==> config.mk <==
export PLATFORM = sky130hd
export DESIGN_NAME = if_fetch_unit
export DESIGN_NICKNAME = d
export VERILOG_FILES = /design/src/rtl/if_fetch_unit.sv
export SDC_FILE = /design/constraint.sdc
export NUM_CORES = 1
export LEC_CHECK = 0
export BUFFER_PORTS_ARGS = -buffer_cell sky130_fd_sc_hd__buf_4
export CAP_MARGIN = 20
export CORE_UTILIZATION = 60
export DETAILED_ROUTE_END_ITERATION = 6
export PLACE_DENSITY = 0.95
export REMOVE_ABC_BUFFERS = 1
export SKIP_LAST_GASP = 1
export SLEW_MARGIN = 20
export SYNTH_ARGS = -nofsm -noshare
export SYNTH_HDL_FRONTEND = slang
export SYNTH_SLANG_ARGS = --single-unit
export TNS_END_PERCENT = 100
==> constraint.sdc <==
create_clock -name clk -period 7.9 [get_ports clk]
set_clock_uncertainty 0.05 [all_clocks]
set_input_delay 0.79 -clock clk [delete_from_list [all_inputs] [get_ports clk]]
set_output_delay 0.79 -clock clk [all_outputs]
set_load 0.05 [all_outputs]
==> src/rtl/if_fetch_unit.sv <==
// -----------------------------------------------------------------------------
// if_fetch_unit
//
// Instruction-fetch stage of the MIPS pipeline, directly upstream of the IF/ID
// register. It owns the program counter and fetches one instruction at a time
// from instruction memory over a variable-latency request/response handshake.
// Each cycle it presents either a real instruction with its PC+4, or a NOP
// bubble (all zeros), to IF/ID.
//
// Parameters
//   RESET_PC     address of the first fetch after reset (bits [1:0] forced 0)
//
// Ports
//   clk          clock, all state updates on the rising edge
//   rst          asynchronous active-low reset
//   stall        fetch hold from the hazard unit; nothing is delivered while high
//   redirect     branch/jump taken, resolved downstream
//   redirect_pc  new fetch address (bits [1:0] ignored)
//   imem_req     request valid to instruction memory
//   imem_addr    request address (word aligned)
//   imem_ready   memory accepts the request this cycle
//   imem_rvalid  response data valid
//   imem_rdata   response instruction word
//   rd_out       instruction to IF/ID; 0 = bubble
//   newPC_out    PC+4 of the delivered instruction; 0 with a bubble
//   if_valid     rd_out/newPC_out carry a real instruction this cycle
// -----------------------------------------------------------------------------
module if_fetch_unit #(
    parameter logic [31:0] RESET_PC = 32'h0000_0000
) (
    input  logic        clk,
    input  logic        rst,
    input  logic        stall,
    input  logic        redirect,
    input  logic [31:0] redirect_pc,
    output logic        imem_req,
    output logic [31:0] imem_addr,
    input  logic        imem_ready,
    input  logic        imem_rvalid,
    input  logic [31:0] imem_rdata,
    output logic [31:0] rd_out,
    output logic [31:0] newPC_out,
    output logic        if_valid
);

    typedef enum logic [1:0] {
        FETCH = 2'd0,
        WAIT  = 2'd1,
        HOLD  = 2'd2
    } state_t;

    localparam logic [31:0] RESET_PC_ALIGNED = {RESET_PC[31:2], 2'b00};

    state_t      state;
    logic [31:0] pc;        // next fetch address
    logic [31:0] fetch_pc;  // address of the in-flight request
    logic        kill;      // in-flight response belongs to a squashed path
    logic [31:0] buf_instr;
    logic [31:0] buf_pc;

    logic [31:0] redirect_aligned;
    logic        unused_redirect_bits;

    assign redirect_aligned     = {redirect_pc[31:2], 2'b00};
    assign unused_redirect_bits = ^redirect_pc[1:0];

    // -------------------------------------------------------------------------
    // State update
    // -------------------------------------------------------------------------
    // NOTE: sequential state uses non-blocking assignments so every register
    // samples the pre-edge values, independent of statement order.
    always_ff @(posedge clk or negedge rst) begin
        if (!rst) begin
            state     <= FETCH;
            pc        <= RESET_PC_ALIGNED;
            fetch_pc  <= '0;
            kill      <= 1'b0;
            buf_instr <= '0;
            buf_pc    <= '0;
        end else begin
            case (state)
                FETCH: begin
                    if (imem_ready) begin
                        fetch_pc <= pc;
                        state    <= WAIT;
                        if (redirect) begin
                            // The accepted request is already stale; squash its response.
                            pc   <= redirect_aligned;
                            kill <= 1'b1;
                        end else begin
                            pc <= pc + 32'd4;
                        end
                    end else if (redirect) begin
                        pc <= redirect_aligned;
                    end
                end

                WAIT: begin
                    if (imem_rvalid) begin
                        state <= FETCH;
                        if (redirect) begin
                            pc <= redirect_aligned;
                        end
                        if (kill) begin
                            kill <= 1'b0;
                        end else if (!redirect && stall) begin
                            buf_instr <= imem_rdata;
                            buf_pc    <= fetch_pc;
                            state     <= HOLD;
                        end
                    end else if (redirect) begin
                        // Response still pending: it must run out before the new fetch.
                        pc   <= redirect_aligned;
                        kill <= 1'b1;
                    end
                end

                HOLD: begin
                    if (redirect) begin
                        pc        <= redirect_aligned;
                        buf_instr <= '0;
                        buf_pc    <= '0;
                        state     <= FETCH;
                    end else if (!stall) begin
                        state <= FETCH;
                    end
                end

                default: state <= FETCH;
            endcase
        end
    end

    // -------------------------------------------------------------------------
    // Outputs: combinational from state and inputs, bubble by default
    // -------------------------------------------------------------------------
    // NOTE: every output gets a default before the case so no latch is inferred.
    always_comb begin
        imem_req  = 1'b0;
        imem_addr = '0;
        rd_out    = '0;
        newPC_out = '0;
        if_valid  = 1'b0;
        // Reset is asynchronous, so the outputs are forced quiet while it is held.
        if (rst) begin
            case (state)
                FETCH: begin
                    imem_req  = 1'b1;
                    imem_addr = pc;
                end
                WAIT: begin
                    if (imem_rvalid && !kill && !redirect && !stall) begin
                        rd_out    = imem_rdata;
                        newPC_out = fetch_pc + 32'd4;
                        if_valid  = 1'b1;
                    end
                end
                HOLD: begin
                    if (!redirect && !stall) begin
                        rd_out    = buf_instr;
                        newPC_out = buf_pc + 32'd4;
                        if_valid  = 1'b1;
                    end
                end
                default: ;
            endcase
        end
    end

endmodule

==> results by group <==
Clocking
  – CTS tree: built
  – Num Clock Sinks: 131
  – CTS Hold Buffers Added: 0
  – Clock-pin transition on the worst setup and hold timing paths: 0.06 ns
  – Htree depth: 4
  – Post-CTS Setup Inserts: 0
  – Num CTS Buffers: 17
  – Clk buf depth: 2
  – Root Driver: clkbuf_16
  – Clk Latency, worst-skew pair: 0.43 ns
  – CTS resizes: 0

Logic synthesis
  – Largest family of logic cells by synthesized area: simple AND/OR/NAND/NOR gates
  – Seq cells post-synth: 131
  – Distinct cells, synth: 58
  – Synth Flop Type: dfrtp_1
  – Syn avg cell area: 8.467 um2
  – Mapped Area: between 0.008 and 0.009 mm2
  – Async S/R FF share, synth: 100.0%
  – EDFF count, synth: 0
  – Seq/Total Area, Yosys: 39.23%
  – Post-Synth Adder-Cell Area: 1.048%
  – Post-synthesis simple-gate area fraction: 26.97%
  – Compound-Gate Fraction of Synth Area: 19.43%
  – Post-Syn Instances: 987
  – Post-synthesis xor/xnor area fraction: 3.668%
  – Mux cell area share after synthesis: approximately 5%
  – Ys Warns: 0

Detailed routing
  – Drt pass-1 iters: 6
  – DR vias/cell: 6.465
  – Post-DR wirelength/cell: between 15 and 20 um
  – DR top layer: met4
  – WL met3: 2.005 mm
  – Initial DRC Count: 753
  – Met2 WL: 10.89 mm
  – Met1 WL: 9.626 mm
  – Via count: around 8300
  – Routed Antenna Nets: 0
  – Detailed Route WL: around 23 mm
  – DRC violations left: 0

Finish
  – NumNets Final: 1178
  – Post-Layout Cell Count: roughly 1300
  – Share of post-route cells with drive strength above 1: a little under a quarter
  – Area delta synth->final: 23.06%
  – ANT cells: 0

STA
  – Pins over their slew limit: 0
  – Period Utilization, post-route: roughly three fifths
  – Final worst slack: 3.192 ns
  – Final Hold Fails: 0
  – FMAX: 212.4 MHz
  – Unrepaired setup endpoints after global routing: false
  – Setup tns final: 0 ns
  – Rel. slew slack: 25.59%
  – Minimum clock period: 4.708 ns
  – Final setup violation count: 0
  – Worst-margin pin slew: 1.116 ns
  – Hold slack: 0.3377 ns

Floorplan
  – DIE WIDTH: 120.0 um
  – Core Box Area: 0.01340 mm2
  – Row Count: 42
  – Die Footprint: roughly 0.014 mm2
  – DIE HEIGHT: 120.0 um
  – I/O Pins: between 150 and 200
  – Initial Util: 62.36%

Placement
  – DPL Wire Length: 14.41 mm
  – Port bufs: 165
  – Dpl ws: roughly 3.8 ns
  – Gpl congestion: 0.8751
  – Cell total after placement: roughly 1300

Global routing
  – First-pass GRT wire length: 37.00 mm
  – Initial antenna violation count: 0
  – Grt total ovfl: 0
  – Vias in the first global route: 7395
  – Tot GR Track Use: roughly 32%
  – Largest net degree at the start of global routing: roughly 130

Power and ir drop
  – PwrDens: just over 300 mW/mm2
  – Leakage: approximately 0.0045 uW
  – Worst VDD drop: ~0.16 mV

Worst setup path
  – Startpoint types: flip-flop
  – Crit path capture type: primary output
  – Critical path class: reg -> out
  – Critical Path AT: 3.87 ns
  – Critical-path maximum fanout: a little under 70
  – CP required: ~7.1 ns
  – Path depth of the worst reg2reg path: 7

Outcome
  – Status: completed

Worst hold path
  – Hold crit path type: in -> async

Job
  – Max cap viols: 0
-- cell type report --
class,count,area [um2]
Multi-Input combinational cell,758,4725
Sequential cell,131,3278
Fill cell,911,3117
Timing Repair Buffer,174,1330
Clock buffer,22,484.2
Tap cell,176,220.2
Clock inverter,9,175.2
Inverter,19,71.32
-- kinds of logic (layout without fill, tap and decap cells) --
kind of cell	count (synthesis)	after routing
flops	131	131
mux	38	38
fa+ha+maj	7	7
simple gates	427	427
buf+inv	98	224
xor+xnor	35	35
compound gates	251	251
-- synth_stat cells (7+ instances only) --
cell,n,area [um2]
and3_1,37,231.5
dfrtp_1,131,3278
nand2_1,107,401.6
o21ai_0,91,455.4
nor2_1,77,289.0
nor4_1,20,125.1
and4_1,8,70.07
xor2_1,10,87.58
xnor2_1,25,219.0
nand4_1,18,112.6
o22ai_1,12,75.07
ha_1,7,87.58
inv_1,19,71.32
a31oi_1,16,100.1
a21oi_1,22,110.1
nand2b_1,62,387.9
or4_1,11,82.58
mux2i_1,8,80.08
clkbuf_1,70,262.8
nor3_1,24,120.1
mux2_2,30,337.8
a22oi_1,60,450.4
nand3_1,36,180.2
-- registers in the layout (all words and copies together) (netlist names) --
name	cells
pc	32
buf_instr	32
state	2
kill	1
buf_pc	32
fetch_pc	32
-- through the flow --
| step | utilization (%) | total power, uW | instance area [um2] |
|---|---|---|---|
| after floorplan | - | 1870 | 8039 |
| after global placement | 71.56 | 2138 | 9589 |
| after detailed placement | 71.56 | 2203 | 9589 |
| after CTS | 76.48 | 3107 | 10250 |
| after global routing | 76.74 | 3315 | 10280 |
| final | 76.74 | 3148 | 10280 |
-- worst paths after layout --
kind | startpoint | end | slack (ns)
setup / recovery | state[0] | newPC_out[20] | 3.19
hold / removal | rst | buf_instr[0] | 0.34
setup reg to reg | state[0] | buf_pc[20] | 4.84
hold reg to reg | buf_pc[14] | buf_pc[14] | 0.43
max in group asynchronous | rst | pc[6] | 6.07
min in group clk | buf_pc[14] | buf_pc[14] | 0.43
-- routing by layer --
layer,up-vias,track usage [%]
li1,3825,-
met1,3911,43.72
met2,514,49.10
met3,83,5.371
met4,0,18.28
met5,-,0
-- critical path: stages, from the launching register on --
cell and delay, ns:
dfrtp_1 0.43, inv_1 0.13, ha_2 0.94, nor3b_2 0.35
buf_4 0.55, nand3_1 0.37, o22ai_1 0.35, buf_4 0.25
-- layout by cell type, fill, tap and decap left out, drive strengths merged, types with 19 or more instances in the layout --
| cell type | instances |
|---|---|
| a22oi | 60 |
| nand2 | 107 |
| inv | 19 |
| a21oi | 22 |
| and3 | 38 |
| o21ai | 92 |
| clkbuf | 22 |
| nor4 | 24 |
| nor3 | 24 |
| mux2 | 30 |
| dfrtp | 131 |
| nand3 | 37 |
| nand2b | 62 |
| buf | 174 |
| xnor2 | 25 |
| nand4 | 20 |
| nor2 | 77 |
-- power breakdown --
part           switching [uW]  leakage, uW  internal, uW  total [uW]
clock network             294     0.000318           590         884
registers                 331      0.00163           914        1250
logic                     606      0.00254           413        1020
total                    1230      0.00449          1920        3150
Power figures use the tool's default switching activity.
